### src/rtl/operator_queue.sv
// -----------------------------------------------------------------------------
// operator_queue
//   Samples the control unit's operator bus (valid bit in the MSB, operator code
//   below it) and queues captured codes in a DEPTH-entry FIFO. The ALU
//   sequencer drains the queue at its own pace. The block also holds the last
//   captured code, keeps an occupancy count and raises a sticky overflow flag.
//
// Parameters
//   OP_W       operator code width
//   DEPTH      queue entries (power of 2, >= 2)
//   EDGE_MODE  1: capture on rising edge of valid; 0: capture while valid high
//
// Ports
//   clk            system clock, all state changes on posedge
//   reset          synchronous, active-high
//   operatorPulse  [OP_W] valid, [OP_W-1:0] operator code
//   clear          synchronous flush of queue, storeOp and overflow
//   pop            consumer takes opOut this cycle (ignored when empty)
//   storeOp        most recently captured operator code
//   opOut          queue head, 0 when empty
//   opValid        queue non-empty
//   count          occupancy 0..DEPTH
//   full           count == DEPTH
//   overflow       sticky: a capture was dropped while full
// -----------------------------------------------------------------------------
module operator_queue #(
  parameter int OP_W      = 4,
  parameter int DEPTH     = 4,
  parameter int EDGE_MODE = 1
) (
  input  logic                       clk,
  input  logic                       reset,
  input  logic [OP_W:0]              operatorPulse,
  input  logic                       clear,
  input  logic                       pop,
  output logic [OP_W-1:0]            storeOp,
  output logic [OP_W-1:0]            opOut,
  output logic                       opValid,
  output logic [$clog2(DEPTH):0]     count,
  output logic                       full,
  output logic                       overflow
);

  localparam int AW = $clog2(DEPTH);
  localparam int CW = AW + 1;
  localparam logic [CW-1:0] DEPTH_C = CW'(DEPTH);

  typedef enum logic [1:0] {
    ST_EMPTY,
    ST_PARTIAL,
    ST_FULL
  } occ_state_t;

  occ_state_t         state_reg;
  logic [AW-1:0]      rd_ptr_reg;
  logic [AW-1:0]      wr_ptr_reg;
  logic [CW-1:0]      count_reg;
  logic [CW-1:0]      count_next;
  logic [OP_W-1:0]    store_reg;
  logic               overflow_reg;
  logic               v_d_reg;
  logic [OP_W-1:0]    mem [DEPTH];

  logic               v;
  logic [OP_W-1:0]    code;
  logic               cap;
  logic               not_empty;
  logic               is_full;
  logic               pop_eff;
  logic               push;

  assign v         = operatorPulse[OP_W];
  assign code      = operatorPulse[OP_W-1:0];
  assign cap       = (EDGE_MODE != 0) ? (v & ~v_d_reg) : v;
  assign not_empty = (state_reg != ST_EMPTY);
  assign is_full   = (state_reg == ST_FULL);

  // A pop frees the head slot in the same cycle, so a full queue still
  // accepts a capture when the consumer pops alongside it.
  assign pop_eff    = pop & not_empty & ~clear;
  assign push       = cap & ~clear & (~is_full | pop_eff);
  assign count_next = count_reg + CW'(push) - CW'(pop_eff);

  // Queue storage: one register per entry, written only on a push to its slot.
  generate
    for (genvar gi = 0; gi < DEPTH; gi++) begin : g_entry
      always_ff @(posedge clk) begin
        if (push && (wr_ptr_reg == AW'(gi))) begin
          mem[gi] <= code;
        end
      end
    end
  endgenerate

  always_ff @(posedge clk) begin
    if (reset) begin
      state_reg    <= ST_EMPTY;
      rd_ptr_reg   <= '0;
      wr_ptr_reg   <= '0;
      count_reg    <= '0;
      store_reg    <= '0;
      overflow_reg <= 1'b0;
      // Starting high means a valid bit held across reset release is not an edge.
      v_d_reg      <= 1'b1;
    end else begin
      v_d_reg <= v;
      if (clear) begin
        state_reg    <= ST_EMPTY;
        rd_ptr_reg   <= '0;
        wr_ptr_reg   <= '0;
        count_reg    <= '0;
        store_reg    <= '0;
        overflow_reg <= 1'b0;
      end else begin
        // storeOp follows every capture, even one dropped for lack of space.
        if (cap) begin
          store_reg <= code;
        end
        if (cap && is_full && !pop_eff) begin
          overflow_reg <= 1'b1;
        end
        if (push) begin
          wr_ptr_reg <= wr_ptr_reg + AW'(1);
        end
        if (pop_eff) begin
          rd_ptr_reg <= rd_ptr_reg + AW'(1);
        end
        count_reg <= count_next;
        if (count_next == '0) begin
          state_reg <= ST_EMPTY;
        end else if (count_next == DEPTH_C) begin
          state_reg <= ST_FULL;
        end else begin
          state_reg <= ST_PARTIAL;
        end
      end
    end
  end

  assign storeOp  = store_reg;
  assign opOut    = not_empty ? mem[rd_ptr_reg] : '0;
  assign opValid  = not_empty;
  assign count    = count_reg;
  assign full     = is_full;
  assign overflow = overflow_reg;

endmodule

### config.mk
export PLATFORM = sky130hd
export DESIGN_NAME = operator_queue
export DESIGN_NICKNAME = d
export VERILOG_FILES = /design/src/rtl/operator_queue.sv
export SDC_FILE = /design/constraint.sdc
export NUM_CORES = 1
export LEC_CHECK = 0
export ABC_AREA = 1
export CORE_MARGIN = 5
export CORE_UTILIZATION = 44
export DETAILED_ROUTE_END_ITERATION = 8
export PLACE_DENSITY = 0.64
export SLEW_MARGIN = 5
export SYNTH_ARGS = -nofsm -noshare
export SYNTH_HDL_FRONTEND = slang
export SYNTH_SLANG_ARGS = --single-unit
### constraint.sdc
create_clock -name clk -period 3.15 [get_ports clk]
set_clock_uncertainty 0.1 [all_clocks]
set_input_delay 0.7875 -clock clk [delete_from_list [all_inputs] [get_ports clk]]
set_output_delay 0.7875 -clock clk [all_outputs]
set_load 0.005 [all_outputs]
==> Yosys cells after proc, flatten, opt, wreduce, memory -nomap -nowiden <==
Memories as Yosys holds them, arrays and structs flattened. A register that Yosys moved wholly into a read port is not among the register bits.
Cells that the tools add are included.
{ "classes": {"n_mux": 21, "bitwise_logic": 9, "reduce_logical": 15, "n_eq_ne": 5, "n_addsub": 4} }
{ "ops": {"columns": ["operator", "count"], "rows": [
  ["$mux 4", 4],
  ["$mux 2", 6],
  ["$reduce_or 4->1", 3],
  ["$mux 1", 11],
  ["$eq 2x2->1 const B", 3],
  ["$logic_and 1x1->1", 6],
  ["$and 1x1->1", 5],
  ["$add 2x1->2 const B", 2],
  ["$add 3x1->3", 1],
  ["$eq 3x3->1 const B", 1],
  ["$logic_not 3->1", 1],
  ["$not 1->1", 3],
  ["$reduce_or 3->1", 1],
  ["$sub 3x1->3", 1],
  ["$eq 2x1->1 const B", 1],
  ["$logic_not 2->1", 1],
  ["$reduce_bool 2->1", 1],
  ["$reduce_or 2->1", 1],
  ["$logic_not 1->1", 1],
  ["$or 1x1->1", 1]
]} }
{ "totals": {"output_inout_bits": 14, "memories": 1, "elab_cells": 62, "inputBits": 9, "mem_bits_rw": 16, "reg_bits": 15} }
{ "mem_list": {"columns": ["name", "words", "word_bits", "read_ports", "rd_ports_with_merged_regs", "write_ports", "line_no", "text"], "rows": [
  ["mem", 4, 4, 1, 1, 1, "62", "logic [OP_W-1:0] mem [DEPTH];"]
]} }

==> Logic depth before layout (Yosys ltp) <==
Gate-level depths: netlist (run 1).
{ "depth": {"depth_word": 12, "mapped_depth": 12, "depth_no_buf": 12} }

==> Least setup slack after synthesis (run 1) <==
Ideal clock, no wire load.
{ "synth_path": {"path_type": "input to register", "start": "input operatorPulse[4]", "end": "register state_reg[1]", "path_buffers": 0, "cell_stages": 9, "setup_ps": 64, "required_time_ps": 2986, "t_arrival_ps": 2016, "slack_ps": 970, "path_cell_list": "nand2_1 > nor2_2 > nand3_1 > nand2_1 > ha_1 > fa_1 > nor2_1 > inv_1 > nor2_1"} }
{ "synth_between": {"elab_chain_cells": 7, "elab_cells_between_ends": 9, "cone_classes": "add/sub (2); eq/ne (1); mux (1); bitwise (3); reduce/logical (2)"} }
{ "synth_lines": {"columns": ["item", "line_no", "text"], "rows": [
  ["start, declared", "33", "input logic [OP_W:0] operatorPulse,"],
  ["$and 1x1->1 *", "74", "assign cap = (EDGE_MODE != 0) ? (v & ~v_d_reg) : v;"],
  ["$and 1x1->1 * (2 in series)", "81", "assign push = cap & ~clear & (~is_full | pop_eff);"],
  ["$add 3x1->3 *", "82", "assign count_next = count_reg + CW'(push) - CW'(pop_eff);"],
  ["$sub 3x1->3 *", "82", null],
  ["via count_next[1]", "58", "logic [CW-1:0] count_next;"],
  ["$eq 3x3->1 or $logic_not 3->1 (tied branches)", "131, 129", null],
  ["$mux 2 or $reduce_or 3->1 (tied branches)", null, null],
  ["end signal, assigned", "130", "state_reg <= ST_EMPTY;"],
  ["end signal, assigned", "132", "state_reg <= ST_FULL;"],
  ["end signal, assigned", "134", "state_reg <= ST_PARTIAL;"],
  ["end, declared", "54", "occ_state_t state_reg;"]
]} }
The timed path passes the listed nets; every way through them passes the cells marked *.
A chain may end at the register's enable or synchronous reset.

==> results of run 1 <==
==> how the worst max path moves through the flow <==
stage                                start            to  slack (ns)  cells past startpoint
after global placement               clear  state_reg[1]        0.34                     11
after global routing             flip-flop      opOut[2]        0.26                      4
after floorplan           operatorPulse[4]  state_reg[1]        0.97                      9
after detailed placement             clear  state_reg[1]        0.25                     11
final                            flip-flop      opOut[0]        0.47                      4
after CTS                        flip-flop      opOut[3]        0.43                      4
==> critical path, stage by stage, from the launching register on <==
cell	delay, ns
dfxtp_1	0.51
inv_1	0.19
o21ai_0	0.22
a21oi_1	0.09
clkdlybuf4s50_1	0.45
==> final cells by class <==
type	count	area share [%]
multi-input combinational	94	28.9
clock buffer	6	2.93
tap	44	3.14
timing repair buffer	22	12.6
clock inverter	2	0.500
inverter	24	5.14
sequential	33	46.8
==> report_power, final <==
group | internal, mW | switching [mW] | total, mW
logic | 0.0210 | 0.0246 | 0.0456
clock network | 0.105 | 0.146 | 0.251
registers | 0.453 | 0.00237 | 0.455
==> metal layers <==
layer  global-route usage, %  wire (um)  up-vias
met1                    17.8       1240      471
met4                    6.58         72        0
met5                       0          0        -
met3                    5.90        136        7
met2                    24.5       1360       23
li1                        -          -      534
==> cells in the final DEF, fill, tap and decap left out, types with 2 or more instances in the layout <==
master           count
nor2_4               3
clkbuf_4             5
nand2_4              2
dfxtp_1             17
ha_1                 5
a21oi_1              7
nor2_1              38
nor2_2               2
inv_2                3
clkdlybuf4s50_1     22
inv_1               21
edfxtp_1            16
o21ai_0             12
nand3_1              5
nand2_1             14
==> kinds of logic after synthesis <==
family	share of synthesized area, %
AND/OR/NAND/NOR	21.9
buffers and inverters	6.68
adder cells (fa/ha/maj)	5.80
AO/OA/AOI/OAI	7.30
XOR/XNOR	0.616
flip-flops	57.7
==> per-stage QoR <==
stage	total power, mW	hold slack, ns
after global routing	0.784	0.402
after floorplan	0.486	0.347
after global placement	0.510	0.345
after detailed placement	0.511	0.355
final	0.752	0.360
after CTS	0.756	0.369
==> metrics.cfg, run 1 <==
[hold_path]
min-delay-start=overflow
hold_path_end=overflow
whs_path_depth=2
hold_path_class=reg -> reg

[worst_setup_path]
criticalPathCategory=reg -> out
reg2reg_depth=9
crit_path_max_fanout=9
cp_data_required_time_ns=2.26
cp.arrival_ns=1.79
timing.rr.end=state_reg[1]
start_kind=flip-flop
timing.rr.start=state_reg[0]
r2r_slack_ns=1.18
end_kind=primary output

[detailed_routing]
viasPerCell=4.60
wire_per_inst_um=12.5
wl_um=2810
vias=1035
dr.pass1.iters=4
drc_errors=0
postRouteAntennaNets=0
drt_iter0_drc=25

[timing]
hold_violations=0
fin_crit_ns=2.68
tightest_slew_ns=0.396
drv_slew=0
setup_viol=0
worst_slack_ns=0.474
fin_crit_sh_pct=84.9
relSlewSlack_pct=73.5
fmax_ghz=0.374
rsz0062_at_grt=false
fin_setup_tns_ns=0

[clocking]
cts_tree=done
cts_resized=0
clk_transition_reported_paths_ns=0.10
post_cts_buffers=0
cts_buffers=5
root_buffer=clkbuf_4
clock_latency_ns=0.33
cts_max_level=2
cts_buffer_depth=2
numClockSinks=33
holdBufCountCts=0

[synth]
yosysSeqAreaShare_pct=57.7
syn-instance-count=152
synth_edf_count=16
synth_area_leader_cell=edfxtp_1
yosysWarnings=0
yosysMostFrequentCell=nor2_1
avgSynthCellArea_sq_um=9.36
synth_top_area_share_pct=33.8
netlist_area_sq_um=1420
synth.top_cells.by_area=edfxtp_1, dfxtp_1, nor2_1
synth_nets=167
yosys-top-cells-count=nor2_1, inv_1, dfxtp_1
synth.distinct_cells=20
ys_ff_latch=33
ys.flop_type=dfxtp_1
async_flop_share_pct=0

[flow_run]
drv_cap=0

[global_route]
grt_max_degree=11
grtUsageTotal_pct=15.2
overflow=0
antenna_found_initial=0
grt_pass1_vias=1059
grt_pass1_wl_um=4920

[status]
status=complete, no violations

[final_layout]
largest_reg_flops=16
num-fill-cells=301
final_util_pct=57.0
postLayoutCellArea_sq_um=1750
fin_cells=225
seq_area_sq_um=821
synthToLayoutAreaGrowth_pct=23.2
antenna_cells=0
nets=195
drive_above_1_share_pct=11.6
multi_input_area_sq_um=507

[placed_design]
portBuffers=22
dp.cells=217
routabilityCongestion=0.736
hpwl_um=2110
post-place-ws_ns=0.254
dpl_cell_area_sq_um=1690

[floorplan]
io_pins=23
core-area_sq_um=3080
die_h_um=66.9
fp.dieArea_sq_um=4470
die_w_um=66.9
rows=20
initial_core_util_pct=46.2

[pwr]
vdd_ir_drop_max_mv=0.245
power.leakage_nw=0.686
power_density_nw_per_um2=429

(Power assumes the default switching activity.)
==> inputs of run 2 (changes only) <==
PLACE_DENSITY = 0.66   (was 0.64)
clock period = 2.3 ns   (was 3.15 ns; I/O delays follow)
==> run 2 against run 1 <==
Compared with the run above: sequential cell count did not move; via count rose by 7.1%; worst hold slack got worse by 0.0043 ns; routed wire length rose by 5.5%; final cell count rose by 5.3%; critical endpoint is now state_reg[1].
==> metrics.cfg, run 2 (synthesis results as in run 1) <==
[placed_design]
hpwl_um=2190
portBuffers=22
routabilityCongestion=0.697
post-place-ws_ns=-0.235

[detailed_routing]
postRouteAntennaNets=0
viasPerCell=4.68
drc_errors=0
drt_iter0_drc=31
wl_um=2970
dr.pass1.iters=4
vias=1109
wire_per_inst_um=12.5

[final_layout]
antenna_cells=0
drive_above_1_share_pct=19.2
synthToLayoutAreaGrowth_pct=29.3
layout_commonest_cell=nor2_1
final_util_pct=59.8
nets=207
final_cell_mix=nor2_1, inv_1, clkdlybuf4s50_1
num-fill-cells=283
largest_reg_flops=16

[pwr]
p_clk_share_pct=30.9
comb_power_share_pct=6.7
power_switching_mw=0.231
vdd_ir_drop_max_mv=0.352
p_sw_share_pct=23.1
power_density_nw_per_um2=543
power.leakage_nw=0.772
seqPwrFrac_pct=62.4
internal_power_mw=0.768

[hold_path]
hold_path_end=overflow
min-delay-start=overflow
hold_path_class=reg -> reg
whs_path_depth=2

[clocking]
holdBufCountCts=0
clk_transition_reported_paths_ns=0.10
cts_buffer_depth=2
clock_latency_ns=0.33
numClockSinks=33
cts_tree=done
cts_max_level=2
cts_buffers=5
root_buffer=clkbuf_4

[global_route]
overflow=0
grtUsageTotal_pct=16.3
grt_max_degree=11
grt_pass1_wl_um=5290
antenna_found_initial=0
grt_pass1_vias=1169

[timing]
rsz0062_at_grt=false
setup_viol=0
drv_slew=0
fin_crit_ns=2.14
fin_crit_sh_pct=93.2
relSlewSlack_pct=73.7
tightest_slew_ns=0.392
worst_slack_ns=0.157
fmax_ghz=0.467
hold_violations=0

[worst_setup_path]
start_kind=input pin
cp_data_required_time_ns=2.48
end_kind=flip-flop
timing.rr.end=state_reg[1]
r2r_slack_ns=0.43
criticalPathCategory=in -> reg
timing.rr.start=state_reg[0]
cp.arrival_ns=2.32
reg2reg_depth=10
crit_path_max_fanout=4

[floorplan]
initial_core_util_pct=46.2
core-area_sq_um=3080
fp.dieArea_sq_um=4470
io_pins=23
die_w_um=66.9
die_h_um=66.9
rows=20

[flow_run]
drv_cap=0

[status]
status=complete, no violations

==> run 2: worst max-delay path by stage <==
| stage | to | cells after the start | from | slack [ns] |
|---|---|---|---|---|
| floorplan | state_reg[1] | 9 | operatorPulse[4] | 0.33 |
| global placement | state_reg[1] | 11 | clear | -0.15 |
| detailed placement | state_reg[1] | 12 | clear | -0.24 |
| CTS | state_reg[1] | 12 | clear | 0.11 |
| global route | state_reg[1] | 10 | operatorPulse[4] | 0.02 |
| finish | state_reg[1] | 11 | pop | 0.16 |
==> run 2: power by group through the flow <==
stage | logic (mW) | registers [mW] | clock network, mW
final | 0.0674 | 0.623 | 0.308
after global routing | 0.0765 | 0.624 | 0.345
after CTS | 0.0676 | 0.623 | 0.320
after detailed placement | 0.0679 | 0.638 | 0
after global placement | 0.0661 | 0.637 | 0
after floorplan | 0.0282 | 0.637 | 0
==> run 2: layout make-up <==
class	count	area (sq um)	share of cell area, %
clock buffers	6	41.3	2.24
clock inverters	2	10.0	0.544
inverters	24	90.1	4.90
multi-input cells	94	509	27.7
flip-flops and latches	33	826	44.9
well taps	44	55.1	2.99
repair buffers	34	308	16.7
==> run 2: critical path: stages <==
cell,delay [ns]
clkdlybuf4s50_1,0.50
nand2_4,0.08
inv_1,0.07
nand2_2,0.06
nand3_1,0.06
nand2_1,0.05
ha_1,0.18
fa_1,0.48
nor2_2,0.12
inv_1,0.05
nor2_1,0.08
==> run 2: per-stage QoR <==
stage | instance area [sq um] | std cells | total power, mW | hold WS, ns | TNS, ns
floorplan | 1420 | 152 | 0.665 | 0.347 | 0
global placement | 1780 | 228 | 0.703 | 0.342 | -0.479
detailed placement | 1780 | 228 | 0.705 | 0.344 | -0.875
CTS | 1830 | 237 | 1.01 | 0.359 | 0
global route | 1840 | 237 | 1.04 | 0.392 | 0
finish | 1840 | 237 | 0.999 | 0.356 | 0
==> run 2: layer usage <==
metal / vias to the layer above / share of wire (%) / GRT usage, %
met4: 0 / 1.9 / 7.85
li1: 561 / - / -
met3: 4 / 3.6 / 4.38
met5: - / 0 / 0
met1: 522 / 42 / 18.1
met2: 22 / 53 / 28.5
==> run 2: repair_timing <==
item	4_1_cts	5_1_grt
buffers inserted	1	0
endpoints found under the hold margin	0	0
resized for setup	8	2
endpoints found under the setup margin	4	2
pin swaps	0	1
==> inputs of run 3 (changes only) <==
CAP_MARGIN = 20   (was not set)
SLEW_MARGIN = 10   (was 5)
==> results of run 3 <==
The final DEF is identical to that of run 2; final timing and power are the same.
